### src/rtl/seq_detect_pkg.sv
// Shared types, parameter limits and helpers for the serial sequence detector.
// The hit counter is only built when SEQ_DETECT_HIT_COUNT_EN is defined.
package seq_detect_pkg;

   localparam int PAT_LEN_MIN = 2;
   localparam int PAT_LEN_MAX = 16;
   localparam int CNT_W_MIN   = 1;

   typedef enum logic [1:0] {
      OP_HOLD,
      OP_SAMPLE,
      OP_LOAD
   } op_e;

   function automatic int state_w(input int len);
      return $clog2(len + 1);
   endfunction

   function automatic bit pat_len_ok(input int len);
      return (len >= PAT_LEN_MIN) && (len <= PAT_LEN_MAX);
   endfunction

endpackage

### src/rtl/seq_detect_match.sv
// Combinational prefix/suffix search: longest pattern prefix (up to bound)
// that equals the newest bits of the sampled history including the current bit.
module seq_detect_match
   import seq_detect_pkg::*;
#(
   parameter  int PAT_LEN = 4,
   localparam int SW      = state_w(PAT_LEN)
) (
   input  logic [PAT_LEN-1:0] pat,
   input  logic [PAT_LEN-1:0] hist_x,
   input  logic [SW-1:0]      bound,
   output logic [SW-1:0]      next_s
);

   // k_ok[gi] means a match of length gi+1 is both allowed and present
   logic [PAT_LEN-1:0] k_ok;

   generate
      for (genvar gi = 0; gi < PAT_LEN; gi++) begin : g_len
         assign k_ok[gi] = (pat[PAT_LEN-1 -: gi+1] == hist_x[gi:0]) &&
                           (SW'(gi + 1) <= bound);
      end
   endgenerate

   always_comb begin
      next_s = '0;
      for (int k = 0; k < PAT_LEN; k++) begin
         if (k_ok[k]) next_s = SW'(k + 1);
      end
   end

endmodule

### src/rtl/seq_detect_fsm.sv
// Parametrised Moore serial-sequence detector with programmable pattern.
// Define SEQ_DETECT_HIT_COUNT_EN to build the saturating hit counter.
module seq_detect_fsm
   import seq_detect_pkg::*;
#(
   parameter  int                 PAT_LEN = 4,
   parameter  logic [PAT_LEN-1:0] PATTERN = 4'b1011,
   parameter  bit                 OVERLAP = 1'b1,
   parameter  int                 CNT_W   = 8,
   localparam int                 SW      = state_w(PAT_LEN)
) (
   input  logic               clk,
   input  logic               reset,
   input  logic               en,
   input  logic               x,
   input  logic               load,
   input  logic [PAT_LEN-1:0] load_pat,
   output logic               y,
   output logic [SW-1:0]      currentState,
   output logic [CNT_W-1:0]   hit_count
);

   generate
      if (!pat_len_ok(PAT_LEN)) begin : g_bad_len
         $error("seq_detect_fsm: PAT_LEN out of range 2..16");
      end
      if (CNT_W < CNT_W_MIN) begin : g_bad_cnt
         $error("seq_detect_fsm: CNT_W must be at least 1");
      end
   endgenerate

   op_e                op;
   logic [PAT_LEN-1:0] pat_reg,   pat_next;
   // The oldest history bit is shifted out before it could join a match
   logic [PAT_LEN-2:0] hist_reg,  hist_next;
   logic [SW-1:0]      state_reg, state_next;
   logic [SW-1:0]      bound;
   logic [SW-1:0]      match_s;
   logic [PAT_LEN-1:0] hist_x;

   assign hist_x = {hist_reg, x};

   always_comb begin
      op = OP_HOLD;
      if (load)    op = OP_LOAD;
      else if (en) op = OP_SAMPLE;
   end

   // A completed match restarts from scratch unless overlaps are allowed
   always_comb begin
      bound = state_reg + SW'(1);
      if (state_reg == SW'(PAT_LEN)) bound = OVERLAP ? SW'(PAT_LEN) : SW'(1);
   end

   seq_detect_match #(
      .PAT_LEN (PAT_LEN)
   ) u_match (
      .pat    (pat_reg),
      .hist_x (hist_x),
      .bound  (bound),
      .next_s (match_s)
   );

   always_comb begin
      pat_next   = pat_reg;
      hist_next  = hist_reg;
      state_next = state_reg;
      case (op)
         OP_LOAD: begin
            pat_next   = load_pat;
            hist_next  = '0;
            state_next = '0;
         end
         OP_SAMPLE: begin
            hist_next  = hist_x[PAT_LEN-2:0];
            state_next = match_s;
         end
         default: ;
      endcase
   end

   always_ff @(posedge clk) begin
      if (reset) begin
         pat_reg   <= PATTERN;
         hist_reg  <= '0;
         state_reg <= '0;
      end else begin
         pat_reg   <= pat_next;
         hist_reg  <= hist_next;
         state_reg <= state_next;
      end
   end

   assign y            = (state_reg == SW'(PAT_LEN));
   assign currentState = state_reg;

`ifdef SEQ_DETECT_HIT_COUNT_EN
   logic             hit;
   logic [CNT_W-1:0] cnt_reg;

   assign hit = (op == OP_SAMPLE) && (match_s == SW'(PAT_LEN));

   always_ff @(posedge clk) begin
      if (reset) begin
         cnt_reg <= '0;
      end else if (op == OP_LOAD) begin
         cnt_reg <= '0;
      end else if (hit && (cnt_reg != {CNT_W{1'b1}})) begin
         cnt_reg <= cnt_reg + CNT_W'(1);
      end
   end

   assign hit_count = cnt_reg;
`else
   assign hit_count = '0;
`endif

endmodule

### config.mk
export PLATFORM = sky130hd
export DESIGN_NAME = seq_detect_fsm
export DESIGN_NICKNAME = d
export VERILOG_FILES = /design/src/rtl/seq_detect_pkg.sv /design/src/rtl/seq_detect_match.sv /design/src/rtl/seq_detect_fsm.sv
export SDC_FILE = /design/constraint.sdc
export NUM_CORES = 1
export LEC_CHECK = 0
export BUFFER_PORTS_ARGS = -buffer_cell sky130_fd_sc_hd__buf_2
export CORE_MARGIN = 1.5
export CORE_UTILIZATION = 49
export CTS_BUF_LIST = sky130_fd_sc_hd__clkbuf_4 sky130_fd_sc_hd__clkbuf_8 sky130_fd_sc_hd__clkbuf_16
export CTS_CLUSTER_DIAMETER = 120
export DETAILED_ROUTE_END_ITERATION = 16
export GPL_ROUTABILITY_DRIVEN = 0
export PLACE_DENSITY = 0.77
export SLEW_MARGIN = 25
export SYNTH_ARGS = -nofsm -noshare
export SYNTH_HDL_FRONTEND = slang
export SYNTH_SLANG_ARGS = --single-unit
### constraint.sdc
create_clock -name clk -period 2.3 [get_ports clk]
set_input_delay 0.115 -clock clk [delete_from_list [all_inputs] [get_ports clk]]
set_output_delay 0.115 -clock clk [all_outputs]
set_load 0.01 [all_outputs]
==> results.toml <==
[cells_and_area]
antenna_cells = 0
drive_above_1_share = 0.225
n_fill_cell = 136
largest_reg_flops = 4
layout.cells.non_filler = 104
fin_nets = 102
syn_to_final_growth_pct = 5.82

[critical_path]
cp_max_fo = 7
end_kind = "flip-flop"
start_kind = "flip-flop"
crit_path_max_incr_delay_ns = 0.43
path_class = "flip-flop to flip-flop"
cp.arrival_ns = 2.00
path_cells = "inv_1 -> ha_1 -> nand3b_1 -> and2_4 -> o221a_1 -> a211o_1 -> a21oi_2"
cp_top_family = "compound AO/OA/AOI/OAI gates"
required_ns = 2.50
cp_slowest_cell = "dfxtp_1"
path_buf_inv = 1

[synthesis]
ys_seq_area_frac = 0.291
yosys_warnings = 0
syn_inst = 80
synth_top_flop_cell = "dfxtp_1"
synth.top_cell.area_share = 0.291
synth_area_um2 = 688
yosysMostFrequentCell = "dfxtp_1"
synth_cell_types = 30
synthTopCellsByCount = "10 x dfxtp_1, 9 x nor2_1, 8 x buf_4"
synth.area.top_cells = "dfxtp_1 29%, buf_4 8.7%, mux2i_1 7.3%"
avgSynthCellArea_um2 = 8.60
synth-edff-count = 0
ys_ff_latch = 10
synth-async-reset-ratio = 0
synth_area_leader_cell = "dfxtp_1"

[floorplanning]
core_area_um2 = 1300
initial_utilization = 0.529
ioPinCount = 21
rows = 13
dieArea_um2 = 1640
die_w_um = 40.5
dieHeight_um = 40.5

[clock_network]
cts_htree_levels = 1
cts_buffer_depth = 2
hold_buffers = 0
clk_pin_slew_ns = 0.06
cts_root_buffer = "clkbuf_4"
post_cts_buffers = 0
ctsResizeCount = 0
cts_sinks = 10
tritoncts = "done"
cts_buffers = 3
clk_latency_ns = 0.26

[grt]
antenna_found_initial = 0
grt_pass1_wl_um = 1810
grtUsageTotal = 0.176
grt_pass1_vias = 457
grt_overflow = 0
grt_max_degree = 9

[run]
drv_cap = 0

[power]
p_int_mw = 0.270
combPwrFrac = 0.174
netSwitchingFraction = 0.263
cellPowerDensity_nw_per_um2 = 504
p_leak_nw = 0.332
power.switching_mw = 0.0966
p_total_mw = 0.367
p_clk_frac = 0.313
ir_worst_vdd_uv = 290
p_seq_frac = 0.512

[drt]
drc = 0
vias = 518
ant_nets = 0
wirelength_um = 1140
drtPass1Iterations = 3
via_per_inst = 4.98
dr.first_iter.drc_count = 6
routedWlPerCell_um = 11.0

[sta]
fin_ws_ns = 0.507
finClkSkew_ns = 0.00867
finalHoldViolCount = 0
setup_tns_ns = 0
period_needed_ns = 1.79
hold_ws_ns = 0.0617
drv_slew = 0
max_freq_ghz = 0.558
fin_crit_sh = 0.780
rsz0062_at_grt = "no"
finalSetupViolCount = 0

[place]
dp_hpwl_um = 920
post-place-ws_ns = 0.533
place_inst = 101
io_buffer_count = 12

[min_path]
holdCritPathClass = "primary input to flip-flop"

[run_status]
status = "complete, no violations"
==> metrics by stage <==
step,util,cell area (um2)
2_1_floorplan,-,714
3_3_place_gp,0.542,706
3_5_place_dp,0.542,706
4_1_cts,0.560,728
5_1_grt,0.560,728
6_report,0.560,728
==> routing by layer <==
layer,GRT usage,vias up,wire [um]
met5,0,-,0
met4,0.150,0,38
met3,0.0500,4,38
met2,0.278,11,561
met1,0.191,236,500
li1,-,267,-
==> final cells by class <==
type / instances / area, um2 / area share
clock buffers: 3 / 22.5 / 0.0309
flip-flops and latches: 10 / 200 / 0.275
well taps: 15 / 18.8 / 0.0258
multi-input cells: 61 / 415 / 0.570
inverters: 3 / 11.3 / 0.0155
repair buffers: 12 / 60.1 / 0.0825
==> cell usage in the layout, fill, tap and decap left out, drive strengths merged, types with 4 or more instances in the layout <==
cell,Yosys,final
buf,10,12
dfxtp,10,10
nor2,9,9
conb,1,8
mux2i,5,5
xnor2,5,5
xor2,5,5
nor2b,4,4
a211o,4,4
nand2,4,4
==> power groups by stage <==
stage | Combinational [mW] | Clock (mW) | Sequential, mW
6_report | 0.0640 | 0.115 | 0.188
3_5_place_dp | 0.0637 | 0 | 0.192
3_3_place_gp | 0.0625 | 0 | 0.191
2_1_floorplan | 0.0651 | 0 | 0.189
5_1_grt | 0.0722 | 0.130 | 0.189
4_1_cts | 0.0641 | 0.118 | 0.188
==> cell families after synthesis <==
| kind of cell | count (synthesis) | synth area share |
|---|---|---|
| compound gates | 11 | 0.135 |
| xor+xnor | 10 | 0.127 |
| fa+ha+maj | 2 | 0.0364 |
| buf+inv | 16 | 0.144 |
| flops | 10 | 0.291 |
| mux | 5 | 0.0727 |
| other cells | 1 | 0.00545 |
| simple gates | 25 | 0.189 |
==> worst paths after layout <==
path | from | endpoint | slack, ns | cells after the start
max | currentState[0]$_SDFFE_PP0P_ | currentState[0]$_SDFFE_PP0P_ | 0.51 | 7
min | load_pat[0] | pat_reg[0]$_SDFFE_PP1N_ | 0.06 | 2
max reg2reg | currentState[0]$_SDFFE_PP0P_ | currentState[0]$_SDFFE_PP0P_ | 0.51 | 7
min reg2reg | hist_reg[2]$_SDFFE_PP0P_ | hist_reg[2]$_SDFFE_PP0P_ | 0.52 | 2
Power figures use the tool's default switching activity.
